[config.mk]
export PLATFORM = sky130hd
export DESIGN_NAME = btb_predictor_flat
export DESIGN_NICKNAME = d
export VERILOG_FILES = /design/src/rtl/btb_pkg.sv /design/src/rtl/btb_if.sv /design/src/rtl/btb_sat_counter.sv /design/src/rtl/btb_predictor.sv /design/src/flat_wrapper.sv
export SDC_FILE = /design/constraint.sdc
export NUM_CORES = 2
export LEC_CHECK = 0
export ABC_AREA = 1
export CAP_MARGIN = 20
export CORE_MARGIN = 1
export CORE_UTILIZATION = 40
export DETAILED_ROUTE_END_ITERATION = 6
export GPL_ROUTABILITY_DRIVEN = 0
export PLACE_DENSITY = 0.65
export SETUP_SLACK_MARGIN = 0.5
export SLEW_MARGIN = 5
export SYNTH_ARGS = -nofsm -noshare
export SYNTH_HDL_FRONTEND = slang
export SYNTH_SLANG_ARGS = --single-unit
[constraint.sdc]
create_clock -name clk -period 6.5 [get_ports clk]
set_input_delay 0.975 -clock clk [delete_from_list [all_inputs] [get_ports clk]]
set_output_delay 0.975 -clock clk [all_outputs]
set_load 0.01 [all_outputs]
[src/rtl/btb_pkg.sv]
// Shared widths, entry layout and counter constants for the branch target buffer.
`ifndef PC_WIDTH
`define PC_WIDTH 32
`endif

package btb_pkg;

    localparam int PC_WIDTH_DEF  = `PC_WIDTH;
    localparam int ENTRIES_DEF   = 16;
    localparam int CNT_WIDTH_DEF = 2;

    function automatic int idx_width(input int entries);
        return $clog2(entries);
    endfunction

    // Word-aligned PCs: bits [1:0] are neither index nor tag.
    function automatic int tag_width(input int pc_width, input int entries);
        return pc_width - idx_width(entries) - 2;
    endfunction

    // Weakly taken: MSB set, all lower bits clear.
    function automatic int weak_taken(input int cnt_width);
        return 1 << (cnt_width - 1);
    endfunction

    localparam int TAG_WIDTH_DEF = tag_width(PC_WIDTH_DEF, ENTRIES_DEF);

    typedef struct packed {
        logic                     valid;
        logic [TAG_WIDTH_DEF-1:0] tag;
        logic [PC_WIDTH_DEF-1:0]  target;
        logic [CNT_WIDTH_DEF-1:0] cnt;
    } btb_entry_t;

endpackage

[src/rtl/btb_if.sv]
// Fetch-lookup / execute-update bundle between the core and the branch target buffer.
interface btb_if
    import btb_pkg::*;
#(
    parameter int PC_WIDTH   = PC_WIDTH_DEF,
    parameter int PERF_WIDTH = 32
);
    logic [PC_WIDTH-1:0]   lookup_pc_i;
    logic                  pred_hit_o;
    logic                  pred_taken_o;
    logic [PC_WIDTH-1:0]   pred_npc_o;

    // upd_valid_i is a one-cycle strobe with no ready: the table always accepts,
    // and an update is consumed at the rising edge where upd_valid_i is high.
    logic                  upd_valid_i;
    logic [PC_WIDTH-1:0]   upd_pc_i;
    logic                  upd_is_cti_i;
    logic                  upd_taken_i;
    logic [PC_WIDTH-1:0]   upd_target_i;
    logic [PC_WIDTH-1:0]   upd_pred_npc_i;
    logic                  clear_i;

    logic                  mispredict_o;
    logic [PERF_WIDTH-1:0] perf_cti_o;
    logic [PERF_WIDTH-1:0] perf_mispred_o;

    modport master (
        output lookup_pc_i, upd_valid_i, upd_pc_i, upd_is_cti_i, upd_taken_i,
               upd_target_i, upd_pred_npc_i, clear_i,
        input  pred_hit_o, pred_taken_o, pred_npc_o, mispredict_o,
               perf_cti_o, perf_mispred_o
    );

    modport slave (
        input  lookup_pc_i, upd_valid_i, upd_pc_i, upd_is_cti_i, upd_taken_i,
               upd_target_i, upd_pred_npc_i, clear_i,
        output pred_hit_o, pred_taken_o, pred_npc_o, mispredict_o,
               perf_cti_o, perf_mispred_o
    );
endinterface

[src/rtl/btb_sat_counter.sv]
// Saturating up/down direction counter next-value logic.
module btb_sat_counter #(
    parameter int CNT_WIDTH = 2
) (
    input  logic [CNT_WIDTH-1:0] cnt_i,
    input  logic                 inc_i,
    input  logic                 dec_i,
    output logic [CNT_WIDTH-1:0] cnt_o
);

    always_comb begin
        cnt_o = cnt_i;
        if (inc_i && !(&cnt_i)) begin
            cnt_o = cnt_i + CNT_WIDTH'(1);
        end else if (dec_i && (|cnt_i)) begin
            cnt_o = cnt_i - CNT_WIDTH'(1);
        end
    end

endmodule

[src/rtl/btb_predictor.sv]
// Direct-mapped tagged BTB with per-entry saturating direction counters and
// mispredict performance counters; combinational lookup, one update per cycle.
module btb_predictor
    import btb_pkg::*;
#(
    parameter int PC_WIDTH   = PC_WIDTH_DEF,
    parameter int ENTRIES    = ENTRIES_DEF,
    parameter int CNT_WIDTH  = CNT_WIDTH_DEF,
    parameter int PERF_WIDTH = 32
) (
    input  logic clk,
    input  logic rst,
    btb_if.slave bus
);

    localparam int IDX  = idx_width(ENTRIES);
    localparam int TAGW = tag_width(PC_WIDTH, ENTRIES);
    localparam logic [CNT_WIDTH-1:0] CNT_WEAK = CNT_WIDTH'(weak_taken(CNT_WIDTH));

    typedef struct packed {
        logic                 valid;
        logic [TAGW-1:0]      tag;
        logic [PC_WIDTH-1:0]  target;
        logic [CNT_WIDTH-1:0] cnt;
    } entry_t;

    entry_t tbl_q [ENTRIES];
    entry_t tbl_d [ENTRIES];

    logic [PERF_WIDTH-1:0] perf_cti_q, perf_cti_d;
    logic [PERF_WIDTH-1:0] perf_mis_q, perf_mis_d;

    // Lookup reads registered state only, so a same-cycle update is never bypassed.
    logic [IDX-1:0]      lk_idx;
    logic [TAGW-1:0]     lk_tag;
    entry_t              lk_e;
    logic                lk_hit;
    logic                lk_taken;

    assign lk_idx   = bus.lookup_pc_i[IDX+1:2];
    assign lk_tag   = bus.lookup_pc_i[PC_WIDTH-1:IDX+2];
    assign lk_e     = tbl_q[lk_idx];
    assign lk_hit   = lk_e.valid && (lk_e.tag == lk_tag);
    assign lk_taken = lk_hit && lk_e.cnt[CNT_WIDTH-1];

    assign bus.pred_hit_o   = lk_hit;
    assign bus.pred_taken_o = lk_taken;
    assign bus.pred_npc_o   = lk_taken ? lk_e.target : bus.lookup_pc_i + PC_WIDTH'(4);

    logic [IDX-1:0]       up_idx;
    logic [TAGW-1:0]      up_tag;
    entry_t               up_e;
    logic                 up_hit;
    logic                 up_train;
    logic [CNT_WIDTH-1:0] up_cnt_next;
    logic [PC_WIDTH-1:0]  actual_npc;
    logic                 mispredict;

    assign up_idx     = bus.upd_pc_i[IDX+1:2];
    assign up_tag     = bus.upd_pc_i[PC_WIDTH-1:IDX+2];
    assign up_e       = tbl_q[up_idx];
    assign up_hit     = up_e.valid && (up_e.tag == up_tag);
    assign up_train   = bus.upd_valid_i && bus.upd_is_cti_i;
    assign actual_npc = bus.upd_taken_i ? bus.upd_target_i : bus.upd_pc_i + PC_WIDTH'(4);
    assign mispredict = bus.upd_valid_i && (actual_npc != bus.upd_pred_npc_i);

    assign bus.mispredict_o = mispredict;

    btb_sat_counter #(
        .CNT_WIDTH (CNT_WIDTH)
    ) u_sat_counter (
        .cnt_i (up_e.cnt),
        .inc_i (bus.upd_taken_i),
        .dec_i (!bus.upd_taken_i),
        .cnt_o (up_cnt_next)
    );

    always_comb begin
        tbl_d = tbl_q;
        if (bus.clear_i) begin
            for (int i = 0; i < ENTRIES; i++) begin
                tbl_d[i].valid = 1'b0;
            end
        end else if (up_train) begin
            if (up_hit) begin
                tbl_d[up_idx].cnt = up_cnt_next;
                if (bus.upd_taken_i) begin
                    tbl_d[up_idx].target = bus.upd_target_i;
                end
            end else if (bus.upd_taken_i) begin
                tbl_d[up_idx].valid  = 1'b1;
                tbl_d[up_idx].tag    = up_tag;
                tbl_d[up_idx].target = bus.upd_target_i;
                tbl_d[up_idx].cnt    = CNT_WEAK;
            end
        end
    end

    always_comb begin
        perf_cti_d = perf_cti_q;
        perf_mis_d = perf_mis_q;
        if (up_train) begin
            perf_cti_d = perf_cti_q + PERF_WIDTH'(1);
        end
        if (mispredict) begin
            perf_mis_d = perf_mis_q + PERF_WIDTH'(1);
        end
    end

    always_ff @(posedge clk) begin
        if (rst) begin
            for (int i = 0; i < ENTRIES; i++) begin
                tbl_q[i] <= '0;
            end
            perf_cti_q <= '0;
            perf_mis_q <= '0;
        end else begin
            tbl_q      <= tbl_d;
            perf_cti_q <= perf_cti_d;
            perf_mis_q <= perf_mis_d;
        end
    end

    assign bus.perf_cti_o     = perf_cti_q;
    assign bus.perf_mispred_o = perf_mis_q;

endmodule

[src/flat_wrapper.sv]
// flat-port wrapper written by rule: the top's interface ports become plain ports
module btb_predictor_flat import btb_pkg::*;
#(
    parameter int PC_WIDTH   = PC_WIDTH_DEF,
    parameter int ENTRIES    = ENTRIES_DEF,
    parameter int CNT_WIDTH  = CNT_WIDTH_DEF,
    parameter int PERF_WIDTH = 32
)
  (clk, rst, bus_lookup_pc_i, bus_upd_valid_i, bus_upd_pc_i, bus_upd_is_cti_i, bus_upd_taken_i, bus_upd_target_i, bus_upd_pred_npc_i, bus_clear_i, bus_pred_hit_o, bus_pred_taken_o, bus_pred_npc_o, bus_mispredict_o, bus_perf_cti_o, bus_perf_mispred_o);
  btb_if #(.PC_WIDTH(PC_WIDTH), .PERF_WIDTH(PERF_WIDTH)) bus_i ();
  input  logic clk;
  input  logic rst;
  input wire logic [$bits(bus_i.lookup_pc_i)-1:0] bus_lookup_pc_i;
  input wire logic [$bits(bus_i.upd_valid_i)-1:0] bus_upd_valid_i;
  input wire logic [$bits(bus_i.upd_pc_i)-1:0] bus_upd_pc_i;
  input wire logic [$bits(bus_i.upd_is_cti_i)-1:0] bus_upd_is_cti_i;
  input wire logic [$bits(bus_i.upd_taken_i)-1:0] bus_upd_taken_i;
  input wire logic [$bits(bus_i.upd_target_i)-1:0] bus_upd_target_i;
  input wire logic [$bits(bus_i.upd_pred_npc_i)-1:0] bus_upd_pred_npc_i;
  input wire logic [$bits(bus_i.clear_i)-1:0] bus_clear_i;
  output wire logic [$bits(bus_i.pred_hit_o)-1:0] bus_pred_hit_o;
  output wire logic [$bits(bus_i.pred_taken_o)-1:0] bus_pred_taken_o;
  output wire logic [$bits(bus_i.pred_npc_o)-1:0] bus_pred_npc_o;
  output wire logic [$bits(bus_i.mispredict_o)-1:0] bus_mispredict_o;
  output wire logic [$bits(bus_i.perf_cti_o)-1:0] bus_perf_cti_o;
  output wire logic [$bits(bus_i.perf_mispred_o)-1:0] bus_perf_mispred_o;
  assign bus_i.lookup_pc_i = bus_lookup_pc_i;
  assign bus_i.upd_valid_i = bus_upd_valid_i;
  assign bus_i.upd_pc_i = bus_upd_pc_i;
  assign bus_i.upd_is_cti_i = bus_upd_is_cti_i;
  assign bus_i.upd_taken_i = bus_upd_taken_i;
  assign bus_i.upd_target_i = bus_upd_target_i;
  assign bus_i.upd_pred_npc_i = bus_upd_pred_npc_i;
  assign bus_i.clear_i = bus_clear_i;
  assign bus_pred_hit_o = bus_i.pred_hit_o;
  assign bus_pred_taken_o = bus_i.pred_taken_o;
  assign bus_pred_npc_o = bus_i.pred_npc_o;
  assign bus_mispredict_o = bus_i.mispredict_o;
  assign bus_perf_cti_o = bus_i.perf_cti_o;
  assign bus_perf_mispred_o = bus_i.perf_mispred_o;
  btb_predictor #(.PC_WIDTH(PC_WIDTH), .ENTRIES(ENTRIES), .CNT_WIDTH(CNT_WIDTH), .PERF_WIDTH(PERF_WIDTH)) u_core (.clk(clk), .rst(rst), .bus(bus_i));
endmodule
==> flow_summary.yaml <==
run_status:
  status: "finished, violations left"
  violations_in_the_final_reports: "DRC"
worst_setup_path:
  critPathCaptureType: "output port"
  crit_path_cell_trace: "buf_8, inv_12, nor3_2, nand3_1, nor2_2, inv_1, nor4_1, nand2_1, nor2_1, nand3_1, nor2_2, xor2_1, nand2_1, o21ai_1, clkdlybuf4s50_1"
  cpPeakStageDelay_ns: 0.60
  cp_slowest_cell: "sky130_fd_sc_hd__clkdlybuf4s50_1"
  critical_path_type: "primary input to output port"
  timing.critical_path.arrival_ns: 4.95
  critPathRequiredTime_ns: 5.52
  type_of_origin_of_the_critical_path: "primary input"
  timing.critical_path.fanout_max: 69
routing:
  wl_per_cell_um: 22.3
  vias: 63300
  drt_iter0_drc: 8765
  detail_route.wirelength_mm: 247
  first_pass_iters: 7
  vias_per_cell: 5.71
  route.antenna.remaining_nets: 0
  drc_errors: 26
clock_tree:
  cts.hold.buffers_added: 0
  cts_htree_levels: 3
  clk_path_buf_depth: 3
  clkSlewWorstSetupHoldPaths_ns: 0.06
  clock_tree_root_buffer_cell: "sky130_fd_sc_hd__clkbuf_16"
  tritoncts_num_sinks: 1040
  tritoncts: "built"
  cts-buffers-inserted: 116
  worstSkewPairLatency_ns: 0.81
floorplanning:
  die_h_um: 378
  floorplan.rows: 137
  ioPinCount: 233
  initial_core_utilization_pct: 40.4
  die_wd_um: 378
  floorplan.core_area_sq_um: 140000
  die_area_sq_um: 143000
timing:
  max_freq_mhz: 169
  fin_tns_setup_ns: 0
  finalSetupViolations: 0
  slew_headroom_pct: 19.2
  finalCriticalPeriod_ns: 5.93
  worst-slew-pin-transition_ns: 1.21
  grt_setup_unrepaired: "no"
  slew_violations: 0
  timing.clock.skew_ns: 0.0978
  finalHoldViolations: 0
  min_period_over_period_pct: 91.2
placement:
  dpl.cell_count: 10900
  io_buffer_count: 232
  detailedPlacementHpwl_mm: 151
logic_synthesis:
  synthSimpleGateAreaFrac_pct: 36.7
  postSynthNetCount: 9440
  post_synth_num_cell_types: 39
  async_flop_share_pct: 0
  synth_area_sq_um: 56600
  synthCells: 9296
  sequential_to_total_area_share_from_yosys_stat_pct: 36.8
  yosys_warnings: 0
  syn_area_per_cell_sq_um: 6.08
  synth_ff_type: "sky130_fd_sc_hd__dfxtp_1"
  synth.mux.area_fraction_pct: 0
  synth.ff_latch_count: 1040
  compound_gate_portion_of_the_synthesized_area_pct: 16.0
  synth_xor_area_share_pct: 1.35
  number_of_synthesized_flops_with_an_enable_pin: 0
  synth_top_family_by_area: "simple AND/OR/NAND/NOR gates"
  synth_fa_ha_area_share_pct: 0.221
grt:
  globalRouteTotalUtil_pct: 33.1
  globalRouteMet2Util_pct: 49.9
  global_route.usage.met3_pct: 8.94
  number_of_antenna_violations_at_the_first_check_in_global_routing: 23
  gr-total-overflow: 0
  layer_carrying_the_most_global_route_usage: "met2"
  grt_max_degree: 189
  groute.layer.met1.usage_pct: 42.0
  wire_length_of_the_first_global_routing_pass_mm: 362
  grt_pass1_vias: 56700
hold_path:
  timing.hold.worst.class: "register to register"
job:
  maxCapViolations: 0
finish:
  finalNetCount: 9245
  fin_cells: 11100
  area_delta_synth_final_pct: 13.4
  drive_gt1_share_pct: 4.75
power_and_ir_drop:
  vdd_drop_max_v: 0.000258
  p_leak_uw: 0.0265
  power.density_cell_area_nw_per_um2: 239
-- sequential cells by signal (all words and copies together), names as in the netlist --
register	flops
u_core.tbl_q	976
u_core.bus.perf_mispred_o	32
u_core.bus.perf_cti_o	32
-- worst max-delay path, delay by kind of cell --
kind / cells / cell delay [ns]
AO/OA/AOI/OAI: 1 / 0.20
XOR/XNOR: 1 / 0.35
buffers and inverters: 4 / 1.39
AND/OR/NAND/NOR: 9 / 1.92
-- layer usage --
metal / routed length (um) / up-vias
li1: - / 29400
met1: 95700 / 29200
met2: 104000 / 3909
met3: 30200 / 800
met4: 16600 / 22
met5: 316 / -
-- power breakdown --
part	leakage [uW]	switching, uW	internal [uW]
Combinational	0.0161	1330	515
Clock	0.00199	2990	4070
Sequential	0.00838	16.1	6400
-- cells in the mapped netlist, types with 3 or more instances --
library cell	count	area (sq um)
sky130_fd_sc_hd__a21o_1	7	52.6
sky130_fd_sc_hd__a21oi_1	332	1660
sky130_fd_sc_hd__a221oi_1	13	114
sky130_fd_sc_hd__a31oi_1	8	50.1
sky130_fd_sc_hd__a32o_1	17	170
sky130_fd_sc_hd__buf_1	46	173
sky130_fd_sc_hd__buf_2	158	791
sky130_fd_sc_hd__buf_4	11	82.6
sky130_fd_sc_hd__buf_6	5	56.3
sky130_fd_sc_hd__clkbuf_1	493	1850
sky130_fd_sc_hd__clkinv_1	28	105
sky130_fd_sc_hd__dfxtp_1	1040	20800
sky130_fd_sc_hd__ha_1	10	125
sky130_fd_sc_hd__inv_1	525	1970
sky130_fd_sc_hd__inv_2	4	15.0
sky130_fd_sc_hd__nand2_1	1829	6870
sky130_fd_sc_hd__nand3_1	730	3650
sky130_fd_sc_hd__nand3b_1	9	67.6
sky130_fd_sc_hd__nand4_1	31	194
sky130_fd_sc_hd__nor2_1	2513	9430
sky130_fd_sc_hd__nor2_2	14	87.6
sky130_fd_sc_hd__nor3_1	37	185
sky130_fd_sc_hd__nor3_2	3	30.0
sky130_fd_sc_hd__nor3b_1	3	22.5
sky130_fd_sc_hd__nor4_1	17	106
sky130_fd_sc_hd__o211a_1	5	50.1
sky130_fd_sc_hd__o211ai_1	67	503
sky130_fd_sc_hd__o21a_1	4	30.0
sky130_fd_sc_hd__o21ai_0	1097	5490
sky130_fd_sc_hd__o21ai_1	18	90.1
sky130_fd_sc_hd__o221ai_1	40	350
sky130_fd_sc_hd__o22ai_1	80	500
sky130_fd_sc_hd__or2_2	9	56.3
sky130_fd_sc_hd__xnor2_1	18	158
sky130_fd_sc_hd__xor2_1	69	604
-- path summary, 6_finish.rpt --
kind | from | endpoint | slack (ns) | depth (start not counted)
hold reg to reg | u_core.tbl_q[524]$_SDFFE_PP0P_ | u_core.tbl_q[524]$_SDFFE_PP0P_ | 0.47 | 2
hold / removal | u_core.tbl_q[524]$_SDFFE_PP0P_ | u_core.tbl_q[524]$_SDFFE_PP0P_ | 0.47 | 2
setup / recovery | bus_lookup_pc_i[3] | bus_pred_npc_o[27] | 0.57 | 15
setup reg to reg | u_core.tbl_q[899]$_SDFFE_PP0P_ | u_core.tbl_q[601]$_SDFFE_PP0P_ | 2.96 | 17
-- metrics by stage --
step | power (uW) | setup slack (ns) | util (%) | instance area, sq um | hold WS (ns)
2_1_floorplan | 7590 | 2.36 | - | 56600 | 0.440
3_3_place_gp | 8300 | 0.425 | 42.9 | 60000 | 0.449
3_5_place_dp | 8310 | 0.449 | 42.9 | 60000 | 0.458
4_1_cts | 15300 | 0.532 | 45.8 | 64000 | 0.469
5_1_grt | 15700 | 0.594 | 45.8 | 64100 | 0.488
6_report | 15300 | 0.571 | 45.9 | 64100 | 0.470
-- cell usage in the layout (no fill, tap or decap), drive strengths merged, types with 31 or more instances in the layout --
cell type,count
nor3,40
inv,546
xor2,69
dfxtp,1040
clkbuf,175
nand3,730
nor2,2530
nand2,1831
clkdlybuf4s50,226
nand4,31
o221ai,40
clkinv,40
o211ai,67
o21ai,1115
a21oi,332
o22ai,80
buf,171
-- timing repair --
item	4_1_cts	5_1_grt
pin swaps	0	1
gates resized for setup	1	10
buffers inserted	0	0
cloned	0	2
endpoints found under the setup margin	1	15
endpoints found under the hold margin	0	0
-- layout make-up --
type	count	area [sq um]
fill	14500	75700
multi-input combinational	6987	30800
sequential	1040	20800
timing repair buffer	399	3960
clock buffer	173	3440
tap	1876	2350
inverter	557	2120
clock inverter	44	642
antenna	15	37.5
-- kinds of logic (layout without fill, tap and decap cells) --
| family | count (synthesis) | in the layout |
|---|---|---|
| AOI/OAI and AO/OA | 1688 | 1688 |
| xor gates and xnor gates | 87 | 87 |
| adders and majority gates | 10 | 10 |
| buffers and inverters | 1270 | 1173 |
| DFF | 1040 | 1040 |
| other | 0 | 15 |
| and+or+nand+nor | 5201 | 5202 |
(Power assumes the default switching activity.)
